[src/rtl/hilo_if.sv]
// HI/LO unit bus: EX-stage issue/move/read requests toward the unit and
// architectural HI/LO plus status back to the pipeline.
interface hilo_if;
  logic        start;
  logic [1:0]  op;
  logic [31:0] a;
  logic [31:0] b;
  logic        mthi;
  logic        mtlo;
  logic [31:0] wd;
  logic        mf_req;
  logic [31:0] hi;
  logic [31:0] lo;
  logic        busy;
  logic        stall;
  logic        done;
  logic        div_zero;

  modport master (
    output start, op, a, b, mthi, mtlo, wd, mf_req,
    input  hi, lo, busy, stall, done, div_zero
  );

  modport slave (
    input  start, op, a, b, mthi, mtlo, wd, mf_req,
    output hi, lo, busy, stall, done, div_zero
  );
endinterface

[src/rtl/hilo_ctrl.sv]
// Iterative multiply/divide unit owning the HI/LO registers.
//
// state | meaning
// IDLE  | accepts start and mthi/mtlo; HI/LO writable by moves
// MUL   | shift-add multiply on magnitudes, one multiplier bit per cycle
// DIV   | restoring divide on magnitudes, one quotient bit per cycle
// FIN   | sign-fix results, write HI/LO, pulse done
//
// Operands are converted to magnitudes at launch so both loops are purely
// unsigned; the sign fix-up happens once in FIN. HI/LO are only touched by
// moves in IDLE and by the FIN write, so in-flight values never leak out.
module hilo_ctrl (
  input  logic   clk,
  input  logic   rst,
  hilo_if.slave  bus
);

  typedef enum logic [1:0] {IDLE, MUL, DIV, FIN} state_t;

  state_t      state;
  logic [4:0]  cnt;
  logic        is_div;
  logic [31:0] a_q;
  logic [31:0] acc_hi;   // partial product high half / partial remainder
  logic [31:0] acc_lo;   // multiplier shifting out / dividend->quotient
  logic [31:0] m_q;      // multiplicand magnitude / divisor magnitude
  logic        neg_res;
  logic        neg_rem;
  logic        dz_q;
  logic [31:0] hi_q;
  logic [31:0] lo_q;
  logic        busy_q;
  logic        done_q;
  logic        div_zero_q;

  logic [31:0] mag_a;
  logic [31:0] mag_b;
  logic [32:0] mul_sum;
  logic        div_ge;
  logic [31:0] div_sub;
  logic [63:0] prod_res;
  logic [31:0] quo_res;
  logic [31:0] rem_res;

  // Operand magnitudes and per-iteration arithmetic of both loops.
  always_comb begin
    mag_a    = (bus.op[0] && bus.a[31]) ? (32'd0 - bus.a) : bus.a;
    mag_b    = (bus.op[0] && bus.b[31]) ? (32'd0 - bus.b) : bus.b;
    mul_sum  = {1'b0, acc_hi} + {1'b0, (acc_lo[0] ? m_q : 32'd0)};
    div_ge   = {acc_hi, acc_lo[31]} >= {1'b0, m_q};
    div_sub  = {acc_hi[30:0], acc_lo[31]} - m_q;
    prod_res = neg_res ? (64'd0 - {acc_hi, acc_lo}) : {acc_hi, acc_lo};
    quo_res  = neg_res ? (32'd0 - acc_lo) : acc_lo;
    rem_res  = neg_rem ? (32'd0 - acc_hi) : acc_hi;
  end

  // Sequencing FSM, iteration datapath and the architectural HI/LO.
  always_ff @(posedge clk) begin
    if (rst) begin
      state      <= IDLE;
      cnt        <= 5'd0;
      is_div     <= 1'b0;
      a_q        <= 32'd0;
      acc_hi     <= 32'd0;
      acc_lo     <= 32'd0;
      m_q        <= 32'd0;
      neg_res    <= 1'b0;
      neg_rem    <= 1'b0;
      dz_q       <= 1'b0;
      hi_q       <= 32'd0;
      lo_q       <= 32'd0;
      busy_q     <= 1'b0;
      done_q     <= 1'b0;
      div_zero_q <= 1'b0;
    end else begin
      done_q     <= 1'b0;
      div_zero_q <= 1'b0;
      case (state)
        IDLE: begin
          if (bus.mthi) hi_q <= bus.wd;
          if (bus.mtlo) lo_q <= bus.wd;
          if (bus.start) begin
            cnt     <= 5'd0;
            is_div  <= bus.op[1];
            a_q     <= bus.a;
            acc_hi  <= 32'd0;
            acc_lo  <= bus.op[1] ? mag_a : mag_b;
            m_q     <= bus.op[1] ? mag_b : mag_a;
            neg_res <= bus.op[0] & (bus.a[31] ^ bus.b[31]);
            neg_rem <= bus.op[0] & bus.a[31];
            dz_q    <= bus.op[1] & (bus.b == 32'd0);
            busy_q  <= 1'b1;
            state   <= bus.op[1] ? DIV : MUL;
          end
        end
        MUL: begin
          acc_hi <= mul_sum[32:1];
          acc_lo <= {mul_sum[0], acc_lo[31:1]};
          cnt    <= cnt + 5'd1;
          if (cnt == 5'd31) state <= FIN;
        end
        DIV: begin
          if (div_ge) begin
            acc_hi <= div_sub;
            acc_lo <= {acc_lo[30:0], 1'b1};
          end else begin
            acc_hi <= {acc_hi[30:0], acc_lo[31]};
            acc_lo <= {acc_lo[30:0], 1'b0};
          end
          cnt <= cnt + 5'd1;
          if (cnt == 5'd31) state <= FIN;
        end
        FIN: begin
          if (!is_div) begin
            hi_q <= prod_res[63:32];
            lo_q <= prod_res[31:0];
          end else if (dz_q) begin
            hi_q <= a_q;
            lo_q <= 32'hFFFF_FFFF;
          end else begin
            hi_q <= rem_res;
            lo_q <= quo_res;
          end
          done_q     <= 1'b1;
          div_zero_q <= dz_q;
          busy_q     <= 1'b0;
          state      <= IDLE;
        end
        default: state <= IDLE;
      endcase
    end
  end

  assign bus.hi       = hi_q;
  assign bus.lo       = lo_q;
  assign bus.busy     = busy_q;
  assign bus.done     = done_q;
  assign bus.div_zero = div_zero_q;
  assign bus.stall    = busy_q & (bus.start | bus.mf_req | bus.mthi | bus.mtlo);

endmodule

[src/flat_wrapper.sv]
// flat-port wrapper written by rule: the top's interface ports become plain ports
module hilo_ctrl_flat 
  (clk, rst, bus_start, bus_op, bus_a, bus_b, bus_mthi, bus_mtlo, bus_wd, bus_mf_req, bus_hi, bus_lo, bus_busy, bus_stall, bus_done, bus_div_zero);
  hilo_if bus_i ();
  input  logic clk;
  input  logic rst;
  input wire logic [$bits(bus_i.start)-1:0] bus_start;
  input wire logic [$bits(bus_i.op)-1:0] bus_op;
  input wire logic [$bits(bus_i.a)-1:0] bus_a;
  input wire logic [$bits(bus_i.b)-1:0] bus_b;
  input wire logic [$bits(bus_i.mthi)-1:0] bus_mthi;
  input wire logic [$bits(bus_i.mtlo)-1:0] bus_mtlo;
  input wire logic [$bits(bus_i.wd)-1:0] bus_wd;
  input wire logic [$bits(bus_i.mf_req)-1:0] bus_mf_req;
  output wire logic [$bits(bus_i.hi)-1:0] bus_hi;
  output wire logic [$bits(bus_i.lo)-1:0] bus_lo;
  output wire logic [$bits(bus_i.busy)-1:0] bus_busy;
  output wire logic [$bits(bus_i.stall)-1:0] bus_stall;
  output wire logic [$bits(bus_i.done)-1:0] bus_done;
  output wire logic [$bits(bus_i.div_zero)-1:0] bus_div_zero;
  assign bus_i.start = bus_start;
  assign bus_i.op = bus_op;
  assign bus_i.a = bus_a;
  assign bus_i.b = bus_b;
  assign bus_i.mthi = bus_mthi;
  assign bus_i.mtlo = bus_mtlo;
  assign bus_i.wd = bus_wd;
  assign bus_i.mf_req = bus_mf_req;
  assign bus_hi = bus_i.hi;
  assign bus_lo = bus_i.lo;
  assign bus_busy = bus_i.busy;
  assign bus_stall = bus_i.stall;
  assign bus_done = bus_i.done;
  assign bus_div_zero = bus_i.div_zero;
  hilo_ctrl u_core (.clk(clk), .rst(rst), .bus(bus_i));
endmodule
[config.mk]
export PLATFORM = sky130hd
export DESIGN_NAME = hilo_ctrl_flat
export DESIGN_NICKNAME = d
export VERILOG_FILES = /design/src/rtl/hilo_if.sv /design/src/rtl/hilo_ctrl.sv /design/src/flat_wrapper.sv
export SDC_FILE = /design/constraint.sdc
export NUM_CORES = 1
export LEC_CHECK = 0
export ABC_CLOCK_PERIOD_IN_PS = 3410
export CORE_AREA = 2 2 185 187
export CTS_CLUSTER_SIZE = 20
export DETAILED_ROUTE_END_ITERATION = 8
export DIE_AREA = 0 0 187 189
export PLACE_DENSITY = 0.77
export SLEW_MARGIN = 0
export SYNTH_ARGS = -nofsm -noshare
export SYNTH_HDL_FRONTEND = slang
export SYNTH_SLANG_ARGS = --single-unit
export TNS_END_PERCENT = 30
[constraint.sdc]
create_clock -name clk -period 3.41 [get_ports clk]
set_input_delay 0.682 -clock clk [delete_from_list [all_inputs] [get_ports clk]]
set_output_delay 0.682 -clock clk [all_outputs]
set_load 0.005 [all_outputs]
==> results of run 1 <==
-- cells in the final DEF (no fill, tap or decap), drive strengths merged, types with 19 or more instances in the layout --
master | netlist | final
nand2 | 316 | 316
a21oi | 274 | 274
nor2 | 208 | 208
dfxtp | 206 | 206
buf | 27 | 195
clkdlybuf4s50 | 0 | 169
o21ai | 145 | 145
xnor2 | 86 | 86
inv | 73 | 74
ha | 74 | 74
xor2 | 63 | 63
nor3 | 59 | 59
o211ai | 57 | 57
mux2i | 47 | 47
nand3 | 37 | 37
a211oi | 37 | 37
clkbuf | 164 | 37
a31oi | 36 | 36
o221ai | 36 | 36
o31ai | 36 | 36
and3 | 30 | 30
a21o | 27 | 27
nand4 | 25 | 25
or3 | 24 | 24
a22oi | 23 | 23
nor4 | 20 | 20
o21a | 19 | 19
-- area by class of cell --
type                    instances  area [um2]
multi-input cells            1956       12400
well taps                     448         561
fillers                      3006       11900
clock buffers                  37         731
clock inverters                 9         116
flip-flops and latches        206        4130
inverters                      75         282
repair buffers                364        3180
-- cells by family after synthesis --
group                    Yosys count  share of synthesized area, %
AO/OA/AOI/OAI                    858                          32.4
flip-flops                       206                          23.6
AND/OR/NAND/NOR                  821                          22.2
multiplexers                      52                          3.01
XOR/XNOR                         149                          7.46
buffers and inverters            266                          5.86
adder cells (fa/ha/maj)           76                          5.52
-- flip-flops by register name (all words and copies together), names as in the netlist, 2 cells and up --
signal	flops
u_core.bus.lo	32
u_core.acc_hi	32
u_core.cnt	5
u_core.a_q	32
u_core.state	2
u_core.m_q	32
u_core.acc_lo	32
u_core.bus.hi	32
-- per-stage QoR --
stage               setup slack, ns  area, um2
floorplan                     0.202      17500
global placement             0.0173      20500
detailed placement          -0.0196      20500
CTS                           0.135      21300
global route                -0.0139      21300
finish                       0.0442      21300
-- tightest hold or removal path, stage by stage (launching register included) --
cell and delay [ns]:
dfxtp_1 0.31, nand2_1 0.05, a21oi_1 0.05
-- worst min path at each step --
stage | from | endpoint | slack [ns] | cells after the start
4_1_cts | u_core.bus.lo[18] | u_core.bus.lo[18] | 0.45 | 2
3_5_place_dp | u_core.bus.lo[18] | u_core.bus.lo[18] | 0.45 | 2
3_3_place_gp | u_core.m_q[14] | u_core.m_q[14] | 0.44 | 2
5_1_grt | u_core.bus.lo[24] | u_core.bus.lo[24] | 0.46 | 2
2_1_floorplan | u_core.m_q[16] | u_core.m_q[16] | 0.43 | 2
6_report | u_core.bus.lo[13] | u_core.bus.lo[13] | 0.45 | 2
-- layer usage --
layer	global-route usage [%]	wire length (um)	share of wire [%]	vias up
li1	-	-	-	9334
met4	26.4	5800	7.4	0
met1	55.3	30300	39	9903
met3	9.49	9610	12	291
met2	63.4	32200	41	1469
met5	0	0	0	-
-- power groups by stage --
stage               combinational [mW]  clock [mW]  sequential (mW)
finish                            6.90        2.81             3.49
floorplan                         3.98           0             3.36
CTS                               6.66        2.79             3.46
global route                      7.29        2.88             3.53
detailed placement                6.62           0             3.50
global placement                  6.54           0             3.48
==> metrics.cfg, run 1 <==
[global_route]
antenna_found_initial=1
grt-ovfl-total=0
grt_pass1_vias=19400
grt_usage_pct=42.3
grt_pass1_wl_um=116000
grt_max_degree=74

[place]
gp_congestion=1.07
dp.cells=3049
dp_hpwl_um=60900
port_buffers=171

[routing]
routedWlPerCell_um=25.2
drc=0
drt_iter0_drc=3053
via_per_inst=6.78
vias=21000
antenna_left=0
wl_um=77900
dr.pass1.iters=6

[logic_synthesis]
ys.flop_type=dfxtp_1
synth-edff-count=0
synth_top_area_share_pct=23.6
post-synth-top-area-cell=dfxtp_1
yosys_warnings=0
synth.most_common_cell=nand2_1
synthTopCellsByArea=dfxtp_1, a21oi_1, nand2_1, ha_1, nor2_1
ys_seq_area_share_pct=23.6
synth_common_cells=nand2_1, a21oi_1, nor2_1
yosys.cell_types.count=95
syn_inst=2428
ys_ff_latch=206
syn_area_per_cell_um2=7.20
syn-cell-area_mm2=0.0175
syn_nets=2608
postSynth.asyncResetShare_pct=0

[power]
clkPwrFrac_pct=21.3
switchingPower_mw=5.99
switching_share_pct=45.4
seqPwrFrac_pct=26.5
comb_power_share_pct=52.2
p_int_mw=7.21
max-vdd-ir-drop_v=0.000454
finalPower_mw=13.2
p_leak_nw=8.44
power.density_mw_per_mm2=618

[timing]
period_share_pct=98.7
hold_ws_ns=0.451
tightest_slew_ns=0.866
setup_violations=0
fmax_mhz=297
worst_clock_skew_ns=0.0185
rsz0062_at_grt=yes
period_minus_slack_ns=3.37
maxSlewViolCount=0
hold_viol=0
tns_ns=0
slew_headroom_pct=42.1

[critical_path]
cp.arrival_ns=3.81
crit_type=reg -> reg
max_stage_delay_ns=0.59
reg2reg_slack_ns=0.04
crit_path_start_kind=flop
reg2reg_depth=12
crit_end=u_core.acc_hi[30]
critical_path_peak_fanout=11
slowest_stage=or4b_1
crit_required_ns=3.85
cp_top_family=compound AO/OA/AOI/OAI gates
cp-end-kind=flop
cp-startpoint=u_core.acc_lo[0]
path_buf_inv=2
r2r_start=u_core.acc_lo[0]
reg2reg_to=u_core.acc_hi[30]
crit_chain=inv_1 > nor2_1 > ha_1 > o21a_1 > a211oi_1 > or4b_1 > a31oi_1 > buf_4 > o21ai_1 > a21oi_1 > mux2_2 > o31a_1
crit_cells=12

[job]
drv_cap=0

[clock_tree]
cts.sinks=206
cts.repair_timing.setup_buffer_count=0
hold_buffers=0
cts_buffer_depth=3
clk_pin_slew_worst_paths_ns=0.06
cts_resized=0
htreeDepth=1
cts_tree=done
cts_buffers=25
clk_latency_ns=0.56
cts_root_buffer=clkbuf_16

[die]
start_util_pct=52.5
die_area_mm2=0.0353
coreArea_mm2=0.0333
num_io_pins=172
chipHeight_um=189
rows=67
die_w_um=187

[cells_and_area]
utilization_pct=64.1
drive_gt1_share_pct=10.9
stdcell_count=3095
antenna_cells=0
nNetsFinal=2808
area_growth_pct=22.1

[outcome]
status=finished clean

[min_path]
min_path_type=reg -> reg

Power figures use the tool's default switching activity.
==> run 2: changes to the inputs <==
--- a/config.mk
+++ b/config.mk
@@ -11,7 +11,6 @@
 export DETAILED_ROUTE_END_ITERATION = 8
 export DIE_AREA = 0 0 187 189
 export PLACE_DENSITY = 0.77
-export SLEW_MARGIN = 0
 export SYNTH_ARGS = -nofsm -noshare
 export SYNTH_HDL_FRONTEND = slang
 export SYNTH_SLANG_ARGS = --single-unit
==> results of run 2 <==
Final layout, timing and power as in run 1 (identical DEF).
